<file path="src/rtl/alarm_pkg.sv">
// rtl/alarm_pkg.sv - shared types, BCD limits and field slices for the alarm clock
package alarm_pkg;

  typedef enum logic [1:0] {
    IDLE      = 2'd0,
    SET_TIME  = 2'd1,
    SET_ALARM = 2'd2
  } state_t;

  localparam logic [3:0] MAX_MS_HOUR       = 4'd2;
  localparam logic [3:0] MAX_LS_HOUR_AT_20 = 4'd3;
  localparam logic [3:0] MAX_MS_MIN        = 4'd5;
  localparam logic [3:0] MAX_DIGIT         = 4'd9;

  localparam logic [15:0] MIDNIGHT = 16'h0000;

  // Packing of the 16-bit time word: {ms_hour, ls_hour, ms_min, ls_min}
  localparam int MS_HOUR_MSB = 15;
  localparam int MS_HOUR_LSB = 12;
  localparam int LS_HOUR_MSB = 11;
  localparam int LS_HOUR_LSB = 8;
  localparam int MS_MIN_MSB  = 7;
  localparam int MS_MIN_LSB  = 4;
  localparam int LS_MIN_MSB  = 3;
  localparam int LS_MIN_LSB  = 0;

  // Range check of a completed entry; individual digits are already known to be <= 9
  function automatic logic bcd_time_valid(input logic [15:0] t);
    logic [3:0] ms_hour;
    logic [3:0] ls_hour;
    logic [3:0] ms_min;
    ms_hour = t[MS_HOUR_MSB:MS_HOUR_LSB];
    ls_hour = t[LS_HOUR_MSB:LS_HOUR_LSB];
    ms_min  = t[MS_MIN_MSB:MS_MIN_LSB];
    return (ms_hour <= MAX_MS_HOUR) &&
           ((ms_hour != MAX_MS_HOUR) || (ls_hour <= MAX_LS_HOUR_AT_20)) &&
           (ms_min <= MAX_MS_MIN);
  endfunction

endpackage

</file>
<file path="src/rtl/alarm_clock_ctrl_if.sv">
// rtl/alarm_clock_ctrl_if.sv - keypad/button inputs and display outputs of the alarm clock
interface alarm_clock_ctrl_if;
  logic        key_valid;
  logic [3:0]  key_digit;
  logic        time_button;
  logic        alarm_button;
  logic [15:0] current_time;
  logic [15:0] alarm_time;
  logic        one_minute;
  logic        show_alarm;
  logic        load_error;

  modport master (
    output key_valid, key_digit, time_button, alarm_button,
    input  current_time, alarm_time, one_minute, show_alarm, load_error
  );

  modport slave (
    input  key_valid, key_digit, time_button, alarm_button,
    output current_time, alarm_time, one_minute, show_alarm, load_error
  );
endinterface

</file>
<file path="src/rtl/bcd_time_incr.sv">
// rtl/bcd_time_incr.sv - adds one minute to a BCD HH:MM word, wrapping 23:59 to 00:00
module bcd_time_incr
  import alarm_pkg::*;
(
  input  logic [15:0] time_in,
  output logic [15:0] time_out
);

  logic [3:0] ms_hour;
  logic [3:0] ls_hour;
  logic [3:0] ms_min;
  logic [3:0] ls_min;

  assign ms_hour = time_in[MS_HOUR_MSB:MS_HOUR_LSB];
  assign ls_hour = time_in[LS_HOUR_MSB:LS_HOUR_LSB];
  assign ms_min  = time_in[MS_MIN_MSB:MS_MIN_LSB];
  assign ls_min  = time_in[LS_MIN_MSB:LS_MIN_LSB];

  // Ripple the carry from ls_min upward; hours wrap as a pair at 23
  always_comb begin
    time_out = time_in;
    if (ls_min != MAX_DIGIT) begin
      time_out[LS_MIN_MSB:LS_MIN_LSB] = ls_min + 4'd1;
    end else begin
      time_out[LS_MIN_MSB:LS_MIN_LSB] = 4'd0;
      if (ms_min != MAX_MS_MIN) begin
        time_out[MS_MIN_MSB:MS_MIN_LSB] = ms_min + 4'd1;
      end else begin
        time_out[MS_MIN_MSB:MS_MIN_LSB] = 4'd0;
        if ((ms_hour == MAX_MS_HOUR) && (ls_hour == MAX_LS_HOUR_AT_20)) begin
          time_out[MS_HOUR_MSB:LS_HOUR_LSB] = 8'h00;
        end else if (ls_hour == MAX_DIGIT) begin
          time_out[LS_HOUR_MSB:LS_HOUR_LSB] = 4'd0;
          time_out[MS_HOUR_MSB:MS_HOUR_LSB] = ms_hour + 4'd1;
        end else begin
          time_out[LS_HOUR_MSB:LS_HOUR_LSB] = ls_hour + 4'd1;
        end
      end
    end
  end

endmodule

</file>
<file path="src/rtl/alarm_clock_ctrl.sv">
// rtl/alarm_clock_ctrl.sv - minute prescaler, time/alarm registers and keypad entry sequencer
module alarm_clock_ctrl
  import alarm_pkg::*;
#(
  parameter int TICKS_PER_MINUTE = 60
) (
  input  logic             clk,
  input  logic             reset,
  alarm_clock_ctrl_if.slave bus
);

  localparam int CNT_W = $clog2(TICKS_PER_MINUTE);

  state_t           state;
  logic [CNT_W-1:0] prescaler;
  logic [15:0]      current_time_q;
  logic [15:0]      alarm_time_q;
  logic [15:0]      entry_buf;
  logic [1:0]       digit_cnt;
  logic             one_minute_q;
  logic             show_alarm_q;
  logic             load_error_q;

  logic [15:0]      time_plus;
  logic [15:0]      entry_next;
  logic             tick;
  logic             digit_ok;
  logic             entry_ok;
  logic             any_button;

  bcd_time_incr u_incr (
    .time_in  (current_time_q),
    .time_out (time_plus)
  );

  // Prescaler is frozen while the time is being entered
  assign tick       = (state != SET_TIME) && (prescaler == CNT_W'(TICKS_PER_MINUTE - 1));
  assign entry_next = {entry_buf[11:0], bus.key_digit};
  assign digit_ok   = (bus.key_digit <= MAX_DIGIT);
  assign entry_ok   = bcd_time_valid(entry_next);
  assign any_button = bus.time_button | bus.alarm_button;

  assign bus.current_time = current_time_q;
  assign bus.alarm_time   = alarm_time_q;
  assign bus.one_minute   = one_minute_q;
  assign bus.show_alarm   = show_alarm_q;
  assign bus.load_error   = load_error_q;

  // Timekeeping plus the entry FSM; strobes default low so they never stretch
  always_ff @(posedge clk) begin
    if (reset) begin
      state          <= IDLE;
      prescaler      <= '0;
      current_time_q <= MIDNIGHT;
      alarm_time_q   <= MIDNIGHT;
      entry_buf      <= '0;
      digit_cnt      <= '0;
      one_minute_q   <= 1'b0;
      show_alarm_q   <= 1'b0;
      load_error_q   <= 1'b0;
    end else begin
      one_minute_q <= 1'b0;
      load_error_q <= 1'b0;

      if (state != SET_TIME) begin
        if (tick) begin
          prescaler      <= '0;
          one_minute_q   <= 1'b1;
          current_time_q <= time_plus;
        end else begin
          prescaler <= prescaler + CNT_W'(1);
        end
      end

      case (state)
        IDLE: begin
          if (bus.time_button) begin
            state        <= SET_TIME;
            show_alarm_q <= 1'b0;
            digit_cnt    <= '0;
            entry_buf    <= '0;
          end else if (bus.alarm_button) begin
            state        <= SET_ALARM;
            show_alarm_q <= 1'b1;
            digit_cnt    <= '0;
            entry_buf    <= '0;
          end
        end
        SET_TIME, SET_ALARM: begin
          if (any_button) begin
            state        <= IDLE;
            show_alarm_q <= 1'b0;
          end else if (bus.key_valid) begin
            if (!digit_ok) begin
              load_error_q <= 1'b1;
            end else if (digit_cnt == 2'd3) begin
              state        <= IDLE;
              show_alarm_q <= 1'b0;
              if (!entry_ok) begin
                load_error_q <= 1'b1;
              end else if (state == SET_TIME) begin
                current_time_q <= entry_next;
                prescaler      <= '0;
              end else begin
                alarm_time_q <= entry_next;
              end
            end else begin
              entry_buf <= entry_next;
              digit_cnt <= digit_cnt + 2'd1;
            end
          end
        end
        default: begin
          state        <= IDLE;
          show_alarm_q <= 1'b0;
        end
      endcase
    end
  end

endmodule

</file>
<file path="src/flat_wrapper.sv">
// flat-port wrapper written by rule: the top's interface ports become plain ports
module alarm_clock_ctrl_flat import alarm_pkg::*;
#(
  parameter int TICKS_PER_MINUTE = 60
)
  (clk, reset, bus_key_valid, bus_key_digit, bus_time_button, bus_alarm_button, bus_current_time, bus_alarm_time, bus_one_minute, bus_show_alarm, bus_load_error);
  alarm_clock_ctrl_if bus_i ();
  input  logic clk;
  input  logic reset;
  input wire logic [$bits(bus_i.key_valid)-1:0] bus_key_valid;
  input wire logic [$bits(bus_i.key_digit)-1:0] bus_key_digit;
  input wire logic [$bits(bus_i.time_button)-1:0] bus_time_button;
  input wire logic [$bits(bus_i.alarm_button)-1:0] bus_alarm_button;
  output wire logic [$bits(bus_i.current_time)-1:0] bus_current_time;
  output wire logic [$bits(bus_i.alarm_time)-1:0] bus_alarm_time;
  output wire logic [$bits(bus_i.one_minute)-1:0] bus_one_minute;
  output wire logic [$bits(bus_i.show_alarm)-1:0] bus_show_alarm;
  output wire logic [$bits(bus_i.load_error)-1:0] bus_load_error;
  assign bus_i.key_valid = bus_key_valid;
  assign bus_i.key_digit = bus_key_digit;
  assign bus_i.time_button = bus_time_button;
  assign bus_i.alarm_button = bus_alarm_button;
  assign bus_current_time = bus_i.current_time;
  assign bus_alarm_time = bus_i.alarm_time;
  assign bus_one_minute = bus_i.one_minute;
  assign bus_show_alarm = bus_i.show_alarm;
  assign bus_load_error = bus_i.load_error;
  alarm_clock_ctrl #(.TICKS_PER_MINUTE(TICKS_PER_MINUTE)) u_core (.clk(clk), .reset(reset), .bus(bus_i));
endmodule
</file>
<file path="config.mk">
export PLATFORM = sky130hd
export DESIGN_NAME = alarm_clock_ctrl_flat
export DESIGN_NICKNAME = d
export VERILOG_FILES = /design/src/rtl/alarm_pkg.sv /design/src/rtl/alarm_clock_ctrl_if.sv /design/src/rtl/bcd_time_incr.sv /design/src/rtl/alarm_clock_ctrl.sv /design/src/flat_wrapper.sv
export SDC_FILE = /design/constraint.sdc
export NUM_CORES = 1
export LEC_CHECK = 0
export ABC_AREA = 1
export CAP_MARGIN = 15
export CORE_UTILIZATION = 51
export CTS_CLUSTER_DIAMETER = 100
export CTS_CLUSTER_SIZE = 8
export DETAILED_ROUTE_END_ITERATION = 10
export PLACE_DENSITY_LB_ADDON = 0.05
export SYNTH_ARGS = -nofsm -noshare
export SYNTH_HDL_FRONTEND = slang
export SYNTH_SLANG_ARGS = --single-unit
</file>
<file path="constraint.sdc">
create_clock -name clk -period 2.38 [get_ports clk]
set_clock_uncertainty 0.1 [all_clocks]
set_input_delay 0.357 -clock clk [delete_from_list [all_inputs] [get_ports clk]]
set_output_delay 0.357 -clock clk [all_outputs]
set_load 0.05 [all_outputs]
</file>
==> results.sh, run 1 <==
export IMPL_share_of_layout_cells_above_drive_strength_1_pct=6.67
export IMPL_worst_endpoint_arrival_ns=1.62
export IMPL_critPathKind="reg -> out"
export IMPL_postLayoutSetupSlackWorst_ns=0.301
export IMPL_max_cap_violations=0
export IMPL_tritoncts="yes"
export IMPL_dp_slack_ns=0.138
export IMPL_timing_worst_slew_pin_value_ns=0.506
export IMPL_synth_seq_area_share_pct=38.8
export IMPL_synth_mux_area_fraction_pct=0
export IMPL_clock_root_buffer="sky130_fd_sc_hd__clkbuf_8"
export IMPL_cp_max_fo=7
export IMPL_die_height_um=77.3
export IMPL_fraction_of_the_cycle_the_final_worst_path_needs_pct=87.3
export IMPL_cp_data_required_time_ns=1.92
export IMPL_first_global_vias=2527
export IMPL_grt_pass1_wl_um=11100
export IMPL_timing_max_transition_violations_final=0
export IMPL_detail_route_iter0_violations=161
export IMPL_fin_crit_ns=2.08
export IMPL_via_per_inst=5.08
export IMPL_route_antenna_remaining_nets=0
export IMPL_num_rows=27
export IMPL_setup_viol_count_final=0
export IMPL_status="completed"
export IMPL_nNetsFinal=481
export IMPL_setup_tns_final_ns=0
export IMPL_core_area_sq_um=5470
export IMPL_synth_cells=417
export IMPL_h_tree_depth=2
export IMPL_dr_pass1_iters=4
export IMPL_seq_power_share_pct=52.8
export IMPL_pin_count_of_the_biggest_net_entering_global_routing=27
export IMPL_cts_repair_timing_setup_buffer_count=0
export IMPL_max_clock_freq_ghz=0.481
export IMPL_crit_path_max_incr_delay_ns=0.85
export IMPL_tritoncts_num_buffers=5
export IMPL_swShare_pct=26.4
export IMPL_net_switching_power_mw=0.486
export IMPL_crit_family="buffers and inverters"
export IMPL_combPwrFrac_pct=13.9
export IMPL_simple_gate_fraction_of_synth_area_pct=36.3
export IMPL_synth_xor_area_share_pct=2.12
export IMPL_synth_edff_count=0
export IMPL_post_synth_num_cell_types=26
export IMPL_power_report_internal_total_mw=1.36
export IMPL_pin_count=44
export IMPL_antenna_violations_before_repair=0
export IMPL_setup_worst_path_start_class="register"
export IMPL_max_slew_margin_pct=66.1
export IMPL_track_usage_pct=23.1
export IMPL_route_vias_total=2730
export IMPL_cts_hold_buffers=0
export IMPL_port_buffer_count=43
export IMPL_peak_ir_drop_on_the_vdd_network_v=0.000487
export IMPL_place_detailed_hpwl_um=4840
export IMPL_synth_warning_count=0
export IMPL_clock_power_share_pct=33.4
export IMPL_total_power_mw=1.84
export IMPL_worst_path_buf_inv=1
export IMPL_placed_cell_area_sq_um=3420
export IMPL_critical_path_cell_chain="clkdlybuf4s50_1"
export IMPL_prevailing_post_synth_register_cell="sky130_fd_sc_hd__dfxtp_1"
export IMPL_die_outline_area_sq_um=5970
export IMPL_clock_sinks=56
export IMPL_cts_resized_gates=0
export IMPL_die_x_um=77.3
export IMPL_hold_worst_slack_ns=0.371
export IMPL_path_clk_slew_ns=0.10
export IMPL_avgSynthCellArea_sq_um=6.93
export IMPL_start_util_pct=52.8
export IMPL_syn_num_nets=434
export IMPL_area_growth_syn_to_fin_pct=21.9
export IMPL_dpl_cell_count=529
export IMPL_routed_wirelength_um=6560
export IMPL_worstSkewPairLatency_ns=0.31
export IMPL_antenna_cells=0
export IMPL_report_final_hold_viol_count=0
export IMPL_cell_count_final_fillers_out=537
export IMPL_drc_errors=0
export IMPL_post_route_util_pct=64.4
export IMPL_power_density_nw_per_um2=523
export IMPL_critPathCaptureType="output pin"
export IMPL_syn_area_sq_um=2890
export IMPL_ys_async_sr_fraction_pct=0
export IMPL_overflow=0
export IMPL_rsz_0062_raised_after_global_routing="false"
export IMPL_cellLeakagePower_nw=1.49
export IMPL_synth_compound_area_share_pct=11.1
export IMPL_main_combinational_cell_family_by_area_after_synthesis="simple AND/OR/NAND/NOR gates"
export IMPL_gp_congestion=0.847
export IMPL_final_instance_area_sq_um=3530
export IMPL_min_path_type="reg -> reg"
export IMPL_wl_per_cell_um=12.2
export IMPL_crit_path_top_delay_cell="sky130_fd_sc_hd__clkdlybuf4s50_1"
export IMPL_synthAdderAreaFrac_pct=3.46
export IMPL_clock_path_buffers=2
export IMPL_number_of_flip_flops_and_latches_in_the_synthesized_netlist=56
==> cell usage after synthesis, types with 2 or more instances <==
| cell | instances | share of area (%) |
|---|---|---|
| sky130_fd_sc_hd__nor2_2 | 3 | 0.65 |
| sky130_fd_sc_hd__o21ai_0 | 35 | 6.1 |
| sky130_fd_sc_hd__ha_1 | 8 | 3.5 |
| sky130_fd_sc_hd__nor3_1 | 14 | 2.4 |
| sky130_fd_sc_hd__nor3b_1 | 5 | 1.3 |
| sky130_fd_sc_hd__nand2_1 | 91 | 12 |
| sky130_fd_sc_hd__nand3_1 | 26 | 4.5 |
| sky130_fd_sc_hd__nand2_2 | 2 | 0.43 |
| sky130_fd_sc_hd__nor2_1 | 64 | 8.3 |
| sky130_fd_sc_hd__nand2_4 | 2 | 0.78 |
| sky130_fd_sc_hd__xnor2_1 | 2 | 0.61 |
| sky130_fd_sc_hd__clkbuf_1 | 5 | 0.65 |
| sky130_fd_sc_hd__xor2_1 | 5 | 1.5 |
| sky130_fd_sc_hd__dfxtp_1 | 56 | 39 |
| sky130_fd_sc_hd__inv_1 | 44 | 5.7 |
| sky130_fd_sc_hd__nor2_8 | 2 | 1.4 |
| sky130_fd_sc_hd__a21oi_1 | 23 | 4.0 |
| sky130_fd_sc_hd__buf_2 | 7 | 1.2 |
| sky130_fd_sc_hd__o21ai_1 | 3 | 0.52 |
| sky130_fd_sc_hd__nand3_4 | 2 | 1.2 |
| sky130_fd_sc_hd__nand4_1 | 13 | 2.8 |
==> cell families after synthesis <==
family,Yosys count
adder cells (fa/ha/maj),8
flip-flops,56
buffers and inverters,58
AO/OA/AOI/OAI,62
XOR/XNOR,7
AND/OR/NAND/NOR,226
==> cell usage in the layout (no fill, tap or decap) <==
cell type / count
sky130_fd_sc_hd__a21oi_1: 23
sky130_fd_sc_hd__a21oi_4: 1
sky130_fd_sc_hd__buf_4: 10
sky130_fd_sc_hd__bufinv_16: 1
sky130_fd_sc_hd__clkbuf_1: 1
sky130_fd_sc_hd__clkbuf_8: 5
sky130_fd_sc_hd__clkdlybuf4s50_1: 43
sky130_fd_sc_hd__clkinv_2: 2
sky130_fd_sc_hd__dfxtp_1: 56
sky130_fd_sc_hd__ha_1: 8
sky130_fd_sc_hd__inv_1: 44
sky130_fd_sc_hd__nand2_1: 91
sky130_fd_sc_hd__nand2_2: 2
sky130_fd_sc_hd__nand2_4: 2
sky130_fd_sc_hd__nand3_1: 26
sky130_fd_sc_hd__nand3_4: 2
sky130_fd_sc_hd__nand3b_1: 1
sky130_fd_sc_hd__nand4_1: 13
sky130_fd_sc_hd__nor2_1: 64
sky130_fd_sc_hd__nor2_2: 3
sky130_fd_sc_hd__nor2_4: 1
sky130_fd_sc_hd__nor2_8: 2
sky130_fd_sc_hd__nor3_1: 14
sky130_fd_sc_hd__nor3b_1: 5
sky130_fd_sc_hd__o21ai_0: 35
sky130_fd_sc_hd__o21ai_1: 3
sky130_fd_sc_hd__xnor2_1: 2
sky130_fd_sc_hd__xor2_1: 5
==> power by group through the flow <==
stage          logic (mW)  clock network, mW  registers [mW]
2_1_floorplan       0.156                  0            1.00
3_3_place_gp        0.251                  0           0.994
3_5_place_dp        0.255                  0           0.995
4_1_cts             0.255              0.627           0.973
5_1_grt             0.283              0.669           0.976
6_report            0.256              0.615           0.973
==> cell type report <==
class	count	area, sq um
clock buffers	6	72.6
clock inverters	2	35.0
fillers	511	1950
inverters	45	170
multi-input cells	303	1530
flip-flops and latches	56	1120
well taps	72	90.1
repair buffers	53	505
==> flip-flops by register name, indices dropped and copies added (netlist names) <==
signal                   cells
u_core.bus.alarm_time       16
u_core.bus.current_time     16
u_core.entry_buf            12
u_core.prescaler             6
u_core.digit_cnt             2
u_core.state                 2
u_core.bus.load_error        1
u_core.bus.one_minute        1
==> per-layer routing <==
metal  GRT usage [%]  routed length [um]
met1            28.9                3140
met2            39.2                3060
met3            4.17                 290
met4            8.68                  69
met5               0                   0
==> path summary, 6_finish.rpt <==
check | startpoint | endpoint | slack (ns) | cells after the start
worst max-delay path | u_core.bus.current_time[6] | bus_current_time[6] | 0.30 | 1
worst min-delay path | u_core.entry_buf[11] | u_core.entry_buf[11] | 0.37 | 2
worst max register to register | u_core.state[1] | u_core.bus.alarm_time[3] | 0.38 | 10
worst min register to register | u_core.entry_buf[11] | u_core.entry_buf[11] | 0.37 | 2
(Power assumes the default switching activity.)
==> run 2, diff against run 1 <==
Settings changed: CAP_MARGIN 15 to default, CELL_PAD_IN_SITES_DETAIL_PLACEMENT from default to 0, CELL_PAD_IN_SITES_GLOBAL_PLACEMENT from default to 2, CORE_UTILIZATION 51 to 30, GPL_TIMING_DRIVEN from default to 0.
==> run 2 against run 1 <==
Critical path depth increased by 9. Combinational power is essentially flat. Clock-buffer cell count decreased by 1. Sequential share of layout area fell by 0.49 points.
==> results.sh, run 2 (synthesis results as in run 1) <==
export IMPL_multi_input_comb_area_sq_um=1530
export IMPL_pin_count=44
export IMPL_timing_worst_slew_pin_value_ns=0.622
export IMPL_grt_pass1_wl_um=13900
export IMPL_worst_r2r_path_depth=10
export IMPL_setup_viol_count_final=0
export IMPL_antenna_violations_before_repair=0
export IMPL_overflow=0
export IMPL_nNetsFinal=484
export IMPL_timing_hold_worst_endpoint="u_core.entry_buf[11]"
export IMPL_timing_rr_end="u_core.bus.current_time[5]"
export IMPL_mostFrequentLayoutCells="sky130_fd_sc_hd__nand2_1, sky130_fd_sc_hd__nor2_1, sky130_fd_sc_hd__dfxtp_1"
export IMPL_clock_root_buffer="sky130_fd_sc_hd__clkbuf_8"
export IMPL_die_x_um=100
export IMPL_dr_pass1_iters=4
export IMPL_layout_area_seq_sq_um=1120
export IMPL_cts_repair_timing_setup_buffer_count=0
export IMPL_max_slew_margin_pct=58.5
export IMPL_die_height_um=100
export IMPL_wl_per_cell_um=13.9
export IMPL_area_growth_syn_to_fin_pct=23.8
export IMPL_fraction_of_the_cycle_the_final_worst_path_needs_pct=94.8
export IMPL_clock_path_buffers=2
export IMPL_power_density_nw_per_um2=510
export IMPL_share_of_layout_cells_above_drive_strength_1_pct=6.41
export IMPL_fin_crit_ns=2.26
export IMPL_cellLeakagePower_nw=1.48
export IMPL_max_cap_violations=0
export IMPL_num_rows=35
export IMPL_critPathCaptureType="register"
export IMPL_rsz_0062_raised_after_global_routing="false"
export IMPL_tritoncts_num_buffers=5
export IMPL_cts_resized_gates=0
export IMPL_clock_sinks=56
export IMPL_place_detailed_hpwl_um=6220
export IMPL_mostFrequentLayoutCell="sky130_fd_sc_hd__nand2_1"
export IMPL_die_outline_area_sq_um=10000
export IMPL_drc_errors=0
export IMPL_core_area_sq_um=9280
export IMPL_timing_max_transition_violations_final=0
export IMPL_hold_path_depth=2
export IMPL_status="completed"
export IMPL_cts_hold_buffers=0
export IMPL_critical_path_reg2reg_startpoint="u_core.state[0]"
export IMPL_critPathKind="reg -> reg"
export IMPL_worstSkewPairLatency_ns=0.33
export IMPL_first_global_vias=2670
export IMPL_start_util_pct=31.1
export IMPL_worst_endpoint_arrival_ns=2.37
export IMPL_cp_data_required_time_ns=2.49
export IMPL_hold_worst_slack_ns=0.375
export IMPL_h_tree_depth=2
export IMPL_antenna_cells=0
export IMPL_layout_filler_cells=1038
export IMPL_max_clock_freq_ghz=0.443
export IMPL_route_vias_total=2737
export IMPL_port_buffer_count=43
export IMPL_timing_hold_worst_start="u_core.entry_buf[11]"
export IMPL_peak_ir_drop_on_the_vdd_network_v=0.000245
export IMPL_min_path_type="reg -> reg"
export IMPL_track_usage_pct=17.8
export IMPL_routed_wirelength_um=8280
export IMPL_via_per_inst=4.58
export IMPL_cp_max_fo=10
export IMPL_final_instance_area_sq_um=3580
export IMPL_setup_worst_path_start_class="register"
export IMPL_report_final_hold_viol_count=0
export IMPL_gp_congestion=0.804
export IMPL_route_antenna_remaining_nets=0
export IMPL_detail_route_iter0_violations=124
export IMPL_tritoncts="yes"
export IMPL_worst_setup_slack_for_register_to_register_paths_ns=0.12
export IMPL_path_clk_slew_ns=0.12
export IMPL_placed_cell_area_sq_um=3480
export IMPL_pin_count_of_the_biggest_net_entering_global_routing=21
-- run 2: worst max-delay path, stage by stage (launching register included) --
cell and delay, ns:
sky130_fd_sc_hd__dfxtp_1 0.38, sky130_fd_sc_hd__inv_1 0.06, sky130_fd_sc_hd__ha_1 0.37, sky130_fd_sc_hd__nand2_1 0.09, sky130_fd_sc_hd__clkinv_2 0.15, sky130_fd_sc_hd__nand2_4 0.09, sky130_fd_sc_hd__nor2_8 0.15, sky130_fd_sc_hd__nand3_4 0.15
sky130_fd_sc_hd__buf_2 0.24, sky130_fd_sc_hd__o21ai_0 0.28, sky130_fd_sc_hd__nor2_1 0.08
-- run 2: final cells by class --
type,instances,area share [%]
repair buffers,43,12.0
multi-input cells,303,42.8
inverters,45,4.75
clock buffers,5,1.92
well taps,129,4.51
clock inverters,3,0.804
plain buffers,13,1.92
flip-flops and latches,56,31.3
-- run 2: through the flow --
step	TNS [ns]	utilization [%]	worst slack (ns)	power [mW]	instances
floorplan	0	-	0.183	1.16	417
global route	0	38.6	0.0194	1.92	597
global placement	-0.000969	37.5	-0.000969	1.25	589
finish	0	38.6	0.123	1.83	597
CTS	0	38.6	0.181	1.84	597
detailed placement	-0.0125	37.5	-0.0125	1.25	589
-- run 2: worst max-delay path by stage --
stage / slack [ns] / start / to / depth (start not counted)
final: 0.12 / u_core.state[0] / u_core.bus.current_time[5] / 10
after global placement: -0.001 / bus_key_digit[2] / u_core.bus.current_time[5] / 8
after detailed placement: -0.01 / bus_key_digit[2] / u_core.bus.current_time[5] / 8
after global routing: 0.02 / u_core.state[0] / u_core.bus.current_time[5] / 10
after CTS: 0.18 / u_core.state[0] / u_core.bus.current_time[5] / 10
after floorplan: 0.18 / u_core.state[1] / u_core.bus.current_time[5] / 10
-- run 2: power breakdown --
group	internal, mW	leakage (nW)	switching, mW
logic	0.0747	0.972	0.179
registers	0.956	0.452	0.0185
clock network	0.224	0.0511	0.375
total	1.25	1.48	0.573
-- run 2: per-layer routing --
metal  share of wire (%)  vias to the layer above  GRT usage (%)
li1                    -                     1448              -
met1                  51                     1242           24.9
met2                  46                       41           28.9
met3                 2.4                        6           2.65
met4                0.56                        0           3.79
met5                   0                        -              0
